==> config.mk <==
export PLATFORM = sky130hd
export DESIGN_NAME = fpu_addsub_arbiter
export DESIGN_NICKNAME = d
export VERILOG_FILES = /design/src/rtl/fpu_pkg.sv /design/src/rtl/fpu_addsub_arbiter_rr.sv /design/src/rtl/fpu_addsub_arbiter.sv
export SDC_FILE = /design/constraint.sdc
export NUM_CORES = 1
export LEC_CHECK = 0
export BUFFER_PORTS_ARGS = -buffer_cell sky130_fd_sc_hd__buf_2
export CORE_MARGIN = 4
export CORE_UTILIZATION = 45
export CTS_CLUSTER_DIAMETER = 200
export DETAILED_ROUTE_END_ITERATION = 10
export GPL_ROUTABILITY_DRIVEN = 0
export HOLD_SLACK_MARGIN = 0.03
export PLACE_DENSITY = 0.8
export SLEW_MARGIN = 25
export SYNTH_ARGS = -nofsm -noshare
export SYNTH_HDL_FRONTEND = slang
export SYNTH_SLANG_ARGS = --single-unit
==> constraint.sdc <==
create_clock -name clock -period 5.1 [get_ports clock]
set_clock_uncertainty 0.2 [all_clocks]
set_input_delay 1.02 -clock clock [delete_from_list [all_inputs] [get_ports clock]]
set_output_delay 1.02 -clock clock [all_outputs]
set_load 0.005 [all_outputs]
==> src/rtl/fpu_pkg.sv <==
// Shared definitions for the FP add/sub/compare unit and the logic around it:
// operation codes, reference constants and the op-to-mode decode.
package fpu_pkg;

    typedef enum logic [1:0] {
        FP_ADD = 2'b00,
        FP_SUB = 2'b01,
        FP_CMP = 2'b10
    } fp_op_e;

    localparam logic [31:0] FP_QNAN = 32'h7FC00000;
    localparam logic [31:0] FP_PINF = 32'h7F800000;
    localparam logic [31:0] FP_NINF = 32'hFF800000;

    // Mode bits presented to the unit.
    typedef struct packed {
        logic sub;
        logic comp;
    } fu_mode_t;

    // Reserved code 2'b11 falls into the default arm and behaves as an add.
    function automatic fu_mode_t decode_op(input logic [1:0] op);
        fu_mode_t m;
        m = '0;
        case (fp_op_e'(op))
            FP_SUB:  m.sub  = 1'b1;
            FP_CMP:  m.comp = 1'b1;
            default: m      = '0;
        endcase
        return m;
    endfunction

endpackage

==> src/rtl/fpu_addsub_arbiter_rr.sv <==
// Round-robin arbiter: grants the first requester after the last accepted one.
// last_grant only moves when the granted request is actually taken (advance).
module rr_arbiter #(
    parameter int N = 2,
    localparam int IW = $clog2(N)
) (
    input  logic         clock,
    input  logic         reset,
    input  logic [N-1:0] req,
    input  logic         advance,
    output logic [N-1:0] grant
);

    logic [IW-1:0] last_grant_q;
    logic [IW-1:0] last_grant_d;
    logic [N-1:0]  upper_mask;
    logic [N-1:0]  upper_req;
    logic [N-1:0]  grant_upper;
    logic [N-1:0]  grant_any;

    // Prefer the lowest requester above last_grant, else wrap to the lowest overall.
    always_comb begin
        upper_mask  = '0;
        grant_upper = '0;
        grant_any   = '0;
        for (int i = 0; i < N; i++) begin
            upper_mask[i] = (IW'(i) > last_grant_q);
        end
        upper_req = req & upper_mask;
        for (int i = N - 1; i >= 0; i--) begin
            if (upper_req[i]) begin
                grant_upper    = '0;
                grant_upper[i] = 1'b1;
            end
            if (req[i]) begin
                grant_any    = '0;
                grant_any[i] = 1'b1;
            end
        end
        grant = (|upper_req) ? grant_upper : grant_any;
    end

    // Remember the winner only when its request was accepted.
    always_comb begin
        last_grant_d = last_grant_q;
        for (int i = 0; i < N; i++) begin
            if (advance && grant[i]) begin
                last_grant_d = IW'(i);
            end
        end
    end

    // last_grant state; resets to N-1 so requester 0 wins first.
    always_ff @(posedge clock) begin
        if (reset) begin
            last_grant_q <= IW'(N - 1);
        end else begin
            last_grant_q <= last_grant_d;
        end
    end

endmodule

==> src/rtl/fpu_addsub_arbiter.sv <==
// Shares one FP add/sub/compare unit among N_REQ requesters. Requests are
// arbitrated round-robin, issued from registers, tracked through a tag
// pipeline matching the unit latency and returned in per-requester
// single-entry response registers.
//
// Handshakes: a transfer happens on a rising edge where valid & ready are both
// high. req_ready is combinational from req_valid; each requester may hold at
// most one operation in flight, so a response register can never be overrun.
module fpu_addsub_arbiter
    import fpu_pkg::*;
#(
    parameter int N_REQ   = 2,
    parameter int LATENCY = 1,
    localparam int TAG_W  = $clog2(N_REQ)
) (
    input  logic                   clock,
    input  logic                   reset,
    input  logic [N_REQ-1:0]       req_valid,
    output logic [N_REQ-1:0]       req_ready,
    input  logic [N_REQ-1:0][31:0] req_a,
    input  logic [N_REQ-1:0][31:0] req_b,
    input  logic [N_REQ-1:0][1:0]  req_op,
    output logic [N_REQ-1:0]       rsp_valid,
    input  logic [N_REQ-1:0]       rsp_ready,
    output logic [N_REQ-1:0][31:0] rsp_y,
    output logic [N_REQ-1:0]       rsp_a_hi_b,
    output logic [N_REQ-1:0]       rsp_a_equal_b,
    output logic [31:0]            fu_a,
    output logic [31:0]            fu_b,
    output logic                   fu_sub,
    output logic                   fu_comp,
    input  logic [31:0]            fu_y,
    input  logic                   fu_a_hi_b,
    input  logic                   fu_a_equal_b
);

    // Stage 0 is the issue register itself; stage LATENCY lines up with fu_y.
    typedef struct packed {
        logic             valid;
        logic [TAG_W-1:0] tag;
        logic             is_cmp;
    } pipe_t;

    logic [N_REQ-1:0]       busy_q, busy_d;
    logic [N_REQ-1:0]       eligible;
    logic [N_REQ-1:0]       grant;
    logic                   accept;
    logic [TAG_W-1:0]       accept_tag;
    logic [31:0]            sel_a, sel_b;
    logic [1:0]             sel_op;
    fu_mode_t               sel_mode;

    logic [31:0]            fu_a_q, fu_a_d;
    logic [31:0]            fu_b_q, fu_b_d;
    logic                   fu_sub_q, fu_sub_d;
    logic                   fu_comp_q, fu_comp_d;

    pipe_t                  pipe_q [LATENCY+1];
    pipe_t                  pipe_d [LATENCY+1];
    pipe_t                  head;

    logic [N_REQ-1:0]       rsp_valid_q, rsp_valid_d;
    logic [N_REQ-1:0][31:0] rsp_y_q, rsp_y_d;
    logic [N_REQ-1:0]       rsp_hi_q, rsp_hi_d;
    logic [N_REQ-1:0]       rsp_eq_q, rsp_eq_d;

    assign eligible = req_valid & ~busy_q;

    rr_arbiter #(.N(N_REQ)) u_arb (
        .clock   (clock),
        .reset   (reset),
        .req     (eligible),
        .advance (accept),
        .grant   (grant)
    );

    assign req_ready = reset ? '0 : grant;
    assign accept    = |req_ready;
    assign head      = pipe_q[LATENCY];

    assign fu_a          = fu_a_q;
    assign fu_b          = fu_b_q;
    assign fu_sub        = fu_sub_q;
    assign fu_comp       = fu_comp_q;
    assign rsp_valid     = rsp_valid_q;
    assign rsp_y         = rsp_y_q;
    assign rsp_a_hi_b    = rsp_hi_q;
    assign rsp_a_equal_b = rsp_eq_q;

    // Mux the granted requester's operands and tag (grant is one-hot or zero).
    always_comb begin
        accept_tag = '0;
        sel_a      = '0;
        sel_b      = '0;
        sel_op     = '0;
        for (int i = 0; i < N_REQ; i++) begin
            if (grant[i]) begin
                accept_tag = TAG_W'(i);
                sel_a      = req_a[i];
                sel_b      = req_b[i];
                sel_op     = req_op[i];
            end
        end
        sel_mode = decode_op(sel_op);
    end

    // Issue register: loads on accept, otherwise holds operands and mode.
    always_comb begin
        fu_a_d    = fu_a_q;
        fu_b_d    = fu_b_q;
        fu_sub_d  = fu_sub_q;
        fu_comp_d = fu_comp_q;
        if (accept) begin
            fu_a_d    = sel_a;
            fu_b_d    = sel_b;
            fu_sub_d  = sel_mode.sub;
            fu_comp_d = sel_mode.comp;
        end
    end

    // Tag pipeline: stage 0 valid for one cycle per issue, then shift toward the head.
    always_comb begin
        pipe_d          = pipe_q;
        pipe_d[0].valid = accept;
        if (accept) begin
            pipe_d[0].tag    = accept_tag;
            pipe_d[0].is_cmp = sel_mode.comp;
        end
        for (int s = 1; s <= LATENCY; s++) begin
            pipe_d[s] = pipe_q[s-1];
        end
    end

    // Busy: set on accept, cleared when the response is consumed.
    always_comb begin
        busy_d = (busy_q & ~(rsp_valid_q & rsp_ready)) | req_ready;
    end

    // Response registers: clear on handshake, capture unit outputs at the pipeline head.
    always_comb begin
        rsp_valid_d = rsp_valid_q;
        rsp_y_d     = rsp_y_q;
        rsp_hi_d    = rsp_hi_q;
        rsp_eq_d    = rsp_eq_q;
        for (int i = 0; i < N_REQ; i++) begin
            if (rsp_valid_q[i] && rsp_ready[i]) begin
                rsp_valid_d[i] = 1'b0;
            end
            if (head.valid && (head.tag == TAG_W'(i))) begin
                rsp_valid_d[i] = 1'b1;
                rsp_y_d[i]     = head.is_cmp ? 32'h0 : fu_y;
                rsp_hi_d[i]    = fu_a_hi_b;
                rsp_eq_d[i]    = fu_a_equal_b;
            end
        end
    end

    // State registers; reset drops in-flight work and zeroes all data.
    always_ff @(posedge clock) begin
        if (reset) begin
            busy_q      <= '0;
            fu_a_q      <= '0;
            fu_b_q      <= '0;
            fu_sub_q    <= 1'b0;
            fu_comp_q   <= 1'b0;
            rsp_valid_q <= '0;
            rsp_y_q     <= '0;
            rsp_hi_q    <= '0;
            rsp_eq_q    <= '0;
            for (int s = 0; s <= LATENCY; s++) begin
                pipe_q[s] <= '0;
            end
        end else begin
            busy_q      <= busy_d;
            fu_a_q      <= fu_a_d;
            fu_b_q      <= fu_b_d;
            fu_sub_q    <= fu_sub_d;
            fu_comp_q   <= fu_comp_d;
            rsp_valid_q <= rsp_valid_d;
            rsp_y_q     <= rsp_y_d;
            rsp_hi_q    <= rsp_hi_d;
            rsp_eq_q    <= rsp_eq_d;
            for (int s = 0; s <= LATENCY; s++) begin
                pipe_q[s] <= pipe_d[s];
            end
        end
    end

endmodule

==> reports/summary.txt, run 1 <==
first-pass GRT wire length = 30500 um
CTS Hold Bufs = 0
Post-Synthesis Cells = 756
CTS tree = built
Die ar. = 15000 sq um
Post-Place Cells = 1171
share of cells above drive strength 1 = 0.349
top-count cell post-synth = nand3_1
crit-path cells = buf_2, or3b_2, nand2_1, nor2_1, buf_2
cell family with most CP delay = simple AND/OR/NAND/NOR gates
CTS Buf Count = 17
top-area cell type share of the netlist area = 0.490
Power, Total = 2.95 mW
CORE AREA = 12700 sq um
Synth area leaders = dfxtp_1 (49%), nand3_1 (16%), nand2_1 (9.2%), a31oi_1 (6.9%), a21oi_1 (6.3%)
synthesized cell area = 5890 sq um
Area Growth Syn to Fin = 36.8%
worst vdd ir = 0.197 mV
Synth Area per Inst = 7.79 sq um
leakage power = 3.58 nW
Antenna Nets Post-Route = 0
GRT overflow = 0
htree depth = 4
RSZ-0062 raised after global routing = false
Bufs and invs on worst path = 2
Non-Filler Instances = 1203
vias per cell = 5.47
synthesized flop and latch total = 144
WL/cell = 16.5 um
vias in the first global route = 6036
DP HPWL = 13200 um
Slew @ Worst Pin = 0.767 ns
share of power burned in registers = 0.417
Top cell by count, worst path = buf_2
clock network power share = 0.447
Fillers = 1147
share of synthesized registers carrying an async set or reset = 0
Final Critical Period = 3.10 ns
warnings from Yosys = 0
row count = 41
area leader, netlist = dfxtp_1
status = finished, final reports clean
Iteration-0 DRC Markers = 552
slew margin rel. = 0.489
CTS-repair resized insts = 0
syn_nets = 928
Top FF cell, synth = dfxtp_1
drt first pass iters = 5
critical path launch point type = primary input
largest net degree at the start of global routing = 70
critical path class = primary input to output pin
clk sinks = 144
setup TNS = 0 ns
Tot GR Track Use = 0.254
clk slew on worst S/H paths = 0.06 ns
required time of the worst setup path = 3.88 ns
Finished Core Util = 0.633
Final Slew Violations = 0
synth cell count leaders = nand3_1 (192), dfxtp_1 (144), nand2_1 (144)
Slowest cell on crit path = or3b_2
CTS Root Cell = clkbuf_16
post-synthesis sequential area ratio = 0.490
EDFF count, synth = 0
Crit. End Element = output pin
die height = 122 um
nets@finish = 1190
Max Clock Freq = 322 MHz
total number of vias = 6584
initial antenna violation count = 1
IO Pins = 310
Critical Path Max Stage Delay = 0.46 ns
Tcrit/Tclk final = 0.609
distinct cell type count after synthesis = 23
Power per Cell Area = 366 nW/um^2
initial core utilization = 0.463
endpoints failing hold = 0
Logic pwr share = 0.136
final-report setup violation count = 0
Hold WC Path Type = flop to flop
CTS max path bufs = 2
switching fraction of total power = 0.251
Die Wd = 122 um
Crit Path Max Fanout = 3
Clock Latency Late Sink = 0.42 ns
Arr. time, crit path = 1.88 ns
P_sw = 0.740 mW
Pint = 2.21 mW
final wirelength = 19900 um
# Post-CTS Setup Buffers = 0
Remaining DRCs = 0
input/output buffers = 309
max-cap viol count = 0
-- flip-flops by register name, indices dropped and copies added (netlist names), 2 cells and up --
| register | count |
|---|---|
| rsp_y | 64 |
| fu_a | 32 |
| fu_b | 32 |
| head | 3 |
| pipe_d | 3 |
| busy_q | 2 |
| rsp_a_equal_b | 2 |
| rsp_a_hi_b | 2 |
| rsp_valid | 2 |
-- worst paths after layout --
check / from / to / slack, ns / cells past startpoint
max: req_valid[1] / req_ready[0] / 2.00 / 5
min reg2reg: pipe_d[2]$_SDFF_PP0_ / head[2]$_SDFF_PP0_ / 0.24 / 1
min: pipe_d[2]$_SDFF_PP0_ / head[2]$_SDFF_PP0_ / 0.24 / 1
max reg2reg: busy_q[0]$_SDFF_PP0_ / fu_b[1]$_SDFFE_PP0P_ / 2.97 / 4
-- power by group through the flow --
stage / registers, mW / clock network [mW] / logic, mW
2_1_floorplan: 1.25 / 0 / 0.215
3_3_place_gp: 1.25 / 0 / 0.398
3_5_place_dp: 1.25 / 0 / 0.401
4_1_cts: 1.23 / 1.34 / 0.403
5_1_grt: 1.24 / 1.38 / 0.445
6_report: 1.23 / 1.32 / 0.402
-- cells by family after synthesis --
logic type,synth area share
buffers and inverters,0.0599
AOI/OAI and AO/OA,0.138
and+or+nand+nor,0.313
DFF,0.490
-- cell usage in the layout (no fill, tap or decap), types with 3 or more instances in the layout --
master     synthesis  routed
nand2_1          144     144
buf_2             27     308
clkinv_2           0       3
nand2b_1           5       3
a31oi_1           65      65
a21oi_1           74      74
buf_4              1      14
nand3_1          192     192
clkbuf_16          0      17
nor2b_1           38      35
bufinv_16          0       4
nand4b_1           4       4
clkbuf_8           0       3
dfxtp_1          144     144
-- area by class of cell --
class / instances / area [sq um] / share of cell area
repair buffers: 322 / 1650 / 0.204
diodes: 1 / 2.50 / 0.000311
flip-flops and latches: 144 / 2880 / 0.358
clock buffers: 21 / 470 / 0.0584
well taps: 172 / 215 / 0.0267
multi-input cells: 532 / 2680 / 0.332
clock inverters: 10 / 159 / 0.0197
inverters: 1 / 3.75 / 0.000466
-- per-layer routing --
layer,up-vias,GRT usage,wire length (um)
li1,3155,-,-
met3,32,0.0700,1930
met1,3063,0.314,7610
met5,-,0,0
met2,334,0.429,9890
met4,0,0.0840,431
-- stage by stage --
stage               area [sq um]  setup WS [ns]  hold slack [ns]
finish                      8060           2.00            0.241
global route                8060           1.96            0.257
CTS                         8050           2.00            0.247
detailed placement          7420           2.00            0.233
global placement            7420           2.01            0.215
floorplan                   5890           1.99            0.214
Power figures use the tool's default switching activity.
==> inputs of run 2 (changes only) <==
--- a/config.mk
+++ b/config.mk
@@ -5,6 +5,7 @@
 export SDC_FILE = /design/constraint.sdc
 export NUM_CORES = 1
 export LEC_CHECK = 0
+export ABC_AREA = 1
 export BUFFER_PORTS_ARGS = -buffer_cell sky130_fd_sc_hd__buf_2
 export CORE_MARGIN = 4
 export CORE_UTILIZATION = 45
@@ -12,7 +13,7 @@
 export DETAILED_ROUTE_END_ITERATION = 10
 export GPL_ROUTABILITY_DRIVEN = 0
 export HOLD_SLACK_MARGIN = 0.03
-export PLACE_DENSITY = 0.8
+export PLACE_DENSITY = 0.78
 export SLEW_MARGIN = 25
 export SYNTH_ARGS = -nofsm -noshare
 export SYNTH_HDL_FRONTEND = slang
==> constraint.sdc (replaced) <==
create_clock -name clock -period 2.95 [get_ports clock]
set_clock_uncertainty 0.2 [all_clocks]
set_input_delay 0.59 -clock clock [delete_from_list [all_inputs] [get_ports clock]]
set_output_delay 0.59 -clock clock [all_outputs]
set_load 0.005 [all_outputs]
==> run 2 against run 1 <==
  * Highest routed layer unchanged
  * Register-to-register slack got worse by 2.1 ns
  * Combinational power increased to 2.8 times the previous value
  * Cell count up 15%
  * Critical path type is now flop to output pin
  * Clock-buffer cell count down 3
  * Flip-flop and latch count did not move
  * Critical path depth fell by 1
  * First-iteration DRC count down 26%
  * Total power grew 81%
  * Core utilization is 1.9 points lower
==> reports/summary.txt, run 2 <==
status = finished, final reports clean
setup TNS = 0 ns (unchanged)
CTS Hold Bufs = 0 (unchanged)
required time of the worst setup path = 2.16 ns (-1.72 ns)
setup ws final = 0.775 ns (-1.22 ns)
critical path class = flop to output pin
initial core utilization = 0.459 (-0.00402)
Synth area leaders = dfxtp_1 (45%), nand2_1 (15%), nor2_1 (9.3%), nand3b_1 (7.8%), nand3_1 (5.7%)
share of cells above drive strength 1 = 0.302 (-0.0462)
Slowest cell on crit path = dfxtp_1
vias per cell = 4.96 (-9.3%)
vias in the first global route = 6369 (+5.5%)
Non-Filler Instances = 1384 (+15%)
commonest non-fill, non-tap cells in the layout = buf_2 (309), nand2_1 (253), nor2_1 (157)
Hold Slack = 0.204 ns (-0.0362 ns)
share of synthesized registers carrying an async set or reset = 0 (unchanged)
Post-Synthesis Cells = 920 (+22%)
critical path launch point type = flop
distinct cell type count after synthesis = 19 (-17%)
number of flip-flops under the largest register name = 64 (unchanged)
Clock Latency Late Sink = 0.41 ns (about the same)
Power per Cell Area = 628 nW/um^2 (+71%)
cell family with most CP delay = simple AND/OR/NAND/NOR gates
row count = 43 (+4.9%)
clk slew on worst S/H paths = 0.06 ns (about the same)
Crit. End Element = output pin
warnings from Yosys = 0 (unchanged)
Critical Path Max Stage Delay = 0.34 ns (-0.12 ns)
Finished Core Util = 0.614 (-0.0189)
Bufs and invs on worst path = 2 (unchanged)
Tot GR Track Use = 0.236 (-0.0179)
top-count cell post-synth = nand2_1
n_diodes = 0 (-1)
clk sinks = 144 (unchanged)
area leader, netlist = dfxtp_1
Final Slew Violations = 0 (unchanged)
leakage power = 4.63 nW (+29%)
top-area cell type share of the netlist area = 0.453 (-0.0369)
synth cell count leaders = nand2_1 (253), nor2_1 (158), dfxtp_1 (144)
CORE AREA = 13900 sq um (+9.1%)
drt first pass iters = 5 (unchanged)
initial antenna violation count = 0 (-1)
design area = 8530 sq um (+5.9%)
Antenna Nets Post-Route = 0 (unchanged)
Hold WC Path Type = flop to flop
Area Growth Syn to Fin = 33.9%
Die ar. = 16100 sq um (+7.6%)
Post-Place Cells = 1352 (+15%)
largest net degree at the start of global routing = 77 (+10%)
final-report setup violation count = 0 (unchanged)
DP HPWL = 13600 um (+2.9%)
post-synthesis sequential area ratio = 0.453 (-0.0369)
multi-input gate area in the final layout = 3100 sq um (+16%)
max-cap viol count = 0 (unchanged)
IO Pins = 310 (unchanged)
synthesized flop and latch total = 144 (unchanged)
htree depth = 4 (unchanged)
endpoints failing hold = 0 (unchanged)
Crit Path Max Fanout = 6 (+3)
CTS-repair resized insts = 0 (unchanged)
die height = 127 um (+3.7%)
Synth Area per Inst = 6.92 sq um (-11%)
crit-path cells = nor2_2, nand3_2, inv_1, buf_2
synthesized cell area = 6370 sq um (+8.2%)
Die Wd = 127 um (+3.7%)
GRT overflow = 0 (unchanged)
WL/cell = 13.9 um (-16%)
nets@finish = 1363 (+15%)
slew margin rel. = 0.436 (-0.0522)
input/output buffers = 309 (unchanged)
Top FF cell, synth = dfxtp_1
CTS Root Cell = clkbuf_16
register area = 2880 sq um (unchanged)
Final Critical Period = 2.17 ns
EDFF count, synth = 0 (unchanged)
Slew @ Worst Pin = 0.845 ns (+0.0783 ns)
total number of vias = 6869 (+4.3%)
# Post-CTS Setup Buffers = 0 (unchanged)
Max Clock Freq = 460 MHz
first-pass GRT wire length = 31200 um (+2.4%)
CTS tree = built
Iteration-0 DRC Markers = 410 (-26%)
Tcrit/Tclk final = 0.737
Fillers = 1318 (+15%)
syn_nets = 1092 (+18%)
Remaining DRCs = 0 (unchanged)
Worst Setup Slack post-DPL = 0.427 ns (-1.58 ns)
Power, Total = 5.35 mW (+81%)
area post-placement = 7970 sq um (+7.3%)
CTS Buf Count = 17 (unchanged)
RSZ-0062 raised after global routing = false
Arr. time, crit path = 1.38 ns (-0.50 ns)
CTS max path bufs = 2 (unchanged)
worst vdd ir = 0.369 mV (+87%)
commonest non-fill, non-tap cell in the layout = buf_2
final wirelength = 19300 um (-3.0%)
==> run 2: layout make-up <==
cell class                 count  area share
clock buffer                  18      0.0503
clock inverter                14      0.0156
inverter                      26      0.0116
multi-input combinational    681       0.363
sequential                   144       0.338
tap                          180      0.0264
timing repair buffer         321       0.195
==> run 2: layer usage <==
| layer | routed length [um] | global-route usage |
|---|---|---|
| met1 | 7880 | 0.296 |
| met2 | 9150 | 0.386 |
| met3 | 1800 | 0.0707 |
| met4 | 454 | 0.0858 |
| met5 | 0 | 0 |
==> run 2: power by group <==
part	switching (mW)	internal, mW
sequential	0.0805	2.12
combinational	0.642	0.473
clock	0.864	1.17
total	1.59	3.77
==> run 2: final timing paths <==
check	from	endpoint	slack, ns	cells after the start
worst max-delay path	busy_q[0]$_SDFF_PP0_	req_ready[0]	0.78	4
worst min-delay path	pipe_d[2]$_SDFF_PP0_	head[2]$_SDFF_PP0_	0.20	2
worst max register to register	busy_q[1]$_SDFF_PP0_	fu_b[23]$_SDFFE_PP0P_	0.91	8
worst min register to register	pipe_d[2]$_SDFF_PP0_	head[2]$_SDFF_PP0_	0.20	2
==> run 2: worst min-delay path, cell delays in order (launching register included) <==
cell     delay, ns
dfxtp_1       0.29
inv_1         0.04
nor2_1        0.03
==> run 2: kinds of logic (layout without fill, tap and decap cells) <==
group | Yosys count | count (layout) | share of synthesized area
AOI/OAI and AO/OA | 125 | 125 | 0.0984
buffers and inverters | 95 | 379 | 0.0623
and+or+nand+nor | 556 | 556 | 0.387
DFF | 144 | 144 | 0.453
==> inputs of run 3 (changes only) <==
==> constraint.sdc (replaced) <==
create_clock -name clock -period 2.23 [get_ports clock]
set_clock_uncertainty 0.2 [all_clocks]
set_input_delay 0.446 -clock clock [delete_from_list [all_inputs] [get_ports clock]]
set_output_delay 0.446 -clock clock [all_outputs]
set_load 0.005 [all_outputs]
==> run 3 against run 2 <==
  * Core utilization increased by 0.98 points
  * Critical path depth increased by 1
  * Register-to-register slack got worse by 0.47 ns
  * Clock-buffer cell count increased by 1
  * Sequential share of layout area decreased by 0.53 points
  * Worst hold slack got worse by 0.12 ns
  * Sequential power increased by 32%
  * Die area unchanged
  * Routed wire length decreased by 2.0%
  * Worst setup slack got worse by 0.58 ns
  * First-iteration DRC count decreased by 25%
  * Largest power group unchanged
==> reports/summary.txt, run 3 (synthesis gave the netlist of run 2 again) <==
setup ws final = 0.191 ns (-0.584 ns)
Non-Filler Instances = 1386 (+0.14%)
Logic pwr share = 0.207 (about the same)
switching fraction of total power = 0.278 (-0.0182)
Finished Core Util = 0.624 (+0.00983)
crit-path cells = inv_1, nand3_2, nand3_2, inv_1, buf_2
Fillers = 1303 (-1.1%)
initial core utilization = 0.459 (unchanged)
Final Critical Period = 2.04 ns
clk slew on worst S/H paths = 0.06 ns (about the same)
CTS tree = built
# Post-CTS Setup Buffers = 0 (unchanged)
IO Pins = 310 (unchanged)
Area Growth Syn to Fin = 36.0%
Tcrit/Tclk final = 0.914
DP HPWL = 13500 um (-1.1%)
vias in the first global route = 6193 (-2.8%)
register area = 2880 sq um (unchanged)
status = finished, final reports clean
Die ar. = 16100 sq um (unchanged)
drt first pass iters = 5 (unchanged)
input/output buffers = 309 (unchanged)
Hold Path Sink = rsp_a_equal_b[0]$_SDFFE_PP0P_
Power per Cell Area = 841 nW/um^2 (+34%)
worst r2r src = busy_q[0]$_SDFF_PP0_
setup TNS = 0 ns (unchanged)
CTS Hold Bufs = 0 (unchanged)
Crit Path Max Fanout = 6 (unchanged)
final wirelength = 18900 um (-2.0%)
CORE AREA = 13900 sq um (unchanged)
critical path launch point type = flop
Antenna Nets Post-Route = 0 (unchanged)
Worst Setup Slack post-DPL = 0.261 ns (-0.166 ns)
htree depth = 4 (unchanged)
nets@finish = 1366 (+0.22%)
hold_sp = fu_a_equal_b
worst r2r dst = fu_b[22]$_SDFFE_PP0P_
critical path class = flop to output pin
Post-Place Cells = 1355 (+0.22%)
leakage power = 4.70 nW (+1.6%)
cell family with most CP delay = flip-flops
RSZ-0062 raised after global routing = false
GRT overflow = 0 (unchanged)
commonest non-fill, non-tap cell in the layout = buf_2
area post-placement = 8060 sq um (+1.2%)
P_sw = 2.03 mW (+28%)
Tot GR Track Use = 0.230 (-0.00649)
share of power burned in registers = 0.400 (-0.012)
Final Slew Violations = 0 (unchanged)
CTS-repair resized insts = 0 (unchanged)
row count = 43 (unchanged)
worst vdd ir = 0.547 mV (+48%)
Critical Path Max Stage Delay = 0.39 ns (+0.05 ns)
r2r setup slk = 0.44 ns (-0.47 ns)
Die Wd = 127 um (unchanged)
required time of the worst setup path = 1.58 ns (-0.58 ns)
total number of vias = 6840 (-0.42%)
slew margin rel. = 0.570 (+0.134)
CTS Buf Count = 17 (unchanged)
die height = 127 um (unchanged)
Iteration-0 DRC Markers = 307 (-25%)
share of cells above drive strength 1 = 0.303 (+0.00116)
CTS max path bufs = 2 (unchanged)
final-report setup violation count = 0 (unchanged)
Worst R2R Path Depth = 9 (+1)
Slew @ Worst Pin = 0.645 ns (-0.200 ns)
Bufs and invs on worst path = 3 (+1)
number of flip-flops under the largest register name = 64 (unchanged)
Pint = 5.26 mW (+40%)
CTS Root Cell = clkbuf_16
max-cap viol count = 0 (unchanged)
WL/cell = 13.6 um (-2.2%)
Remaining DRCs = 0 (unchanged)
Crit. End Element = output pin
initial antenna violation count = 0 (unchanged)
Max Clock Freq = 490 MHz
clock network power share = 0.393 (+0.013)
worst setup path startpoint = busy_q[1]$_SDFF_PP0_
Slowest cell on crit path = dfxtp_1
vias per cell = 4.94 (-0.57%)
largest net degree at the start of global routing = 77 (unchanged)
Hold WC Path Type = primary input to flop
first-pass GRT wire length = 30500 um (-2.1%)
multi-input gate area in the final layout = 3100 sq um (unchanged)
Clock Latency Late Sink = 0.41 ns (about the same)
Arr. time, crit path = 1.39 ns (about the same)
n_diodes = 0 (unchanged)
Power, Total = 7.29 mW (+36%)
Hold Slack = 0.0796 ns (-0.125 ns)
clk sinks = 144 (unchanged)
endpoints failing hold = 0 (unchanged)
design area = 8660 sq um (+1.6%)
hold-critical path depth = 3 (+1)
commonest non-fill, non-tap cells in the layout = buf_2 (309), nand2_1 (253), nor2_1 (157)
run 3: how the worst max path moves through the flow:
stage / end / slack (ns) / depth (start not counted)
finish: req_ready[0] / 0.19 / 5
detailed placement: fu_b[22]$_SDFFE_PP0P_ / 0.26 / 10
CTS: req_ready[0] / 0.17 / 5
global route: req_ready[0] / 0.05 / 5
global placement: fu_a[27]$_SDFFE_PP0P_ / 0.30 / 10
floorplan: req_ready[0] / 0.40 / 6
run 3: cell type report:
type                       instances  area share
sequential                       144       0.333
timing repair buffer             324       0.203
inverter                          26      0.0114
tap                              180      0.0260
clock inverter                    12      0.0182
multi-input combinational        681       0.357
clock buffer                      19      0.0511
run 3: metal layers:
metal / part of all wire / track usage / vias to the layer above
met3: 0.095 / 0.0720 / 34
li1: - / - / 3515
met5: 0 / 0 / -
met2: 0.48 / 0.376 / 285
met1: 0.41 / 0.287 / 3006
met4: 0.023 / 0.0789 / 0
run 3: power groups by stage:
stage               logic (mW)  clock network [mW]  registers [mW]
CTS                       1.53                2.92            2.92
floorplan                0.877                   0            2.99
detailed placement        1.52                   0            2.97
global placement          1.51                   0            2.96
finish                    1.51                2.86            2.92
global route              1.73                3.04            2.95
run 3: tightest hold or removal path, stage by stage:
cell and delay (ns):
buf_2 0.09, nor2_1 0.04, nor2_1 0.09
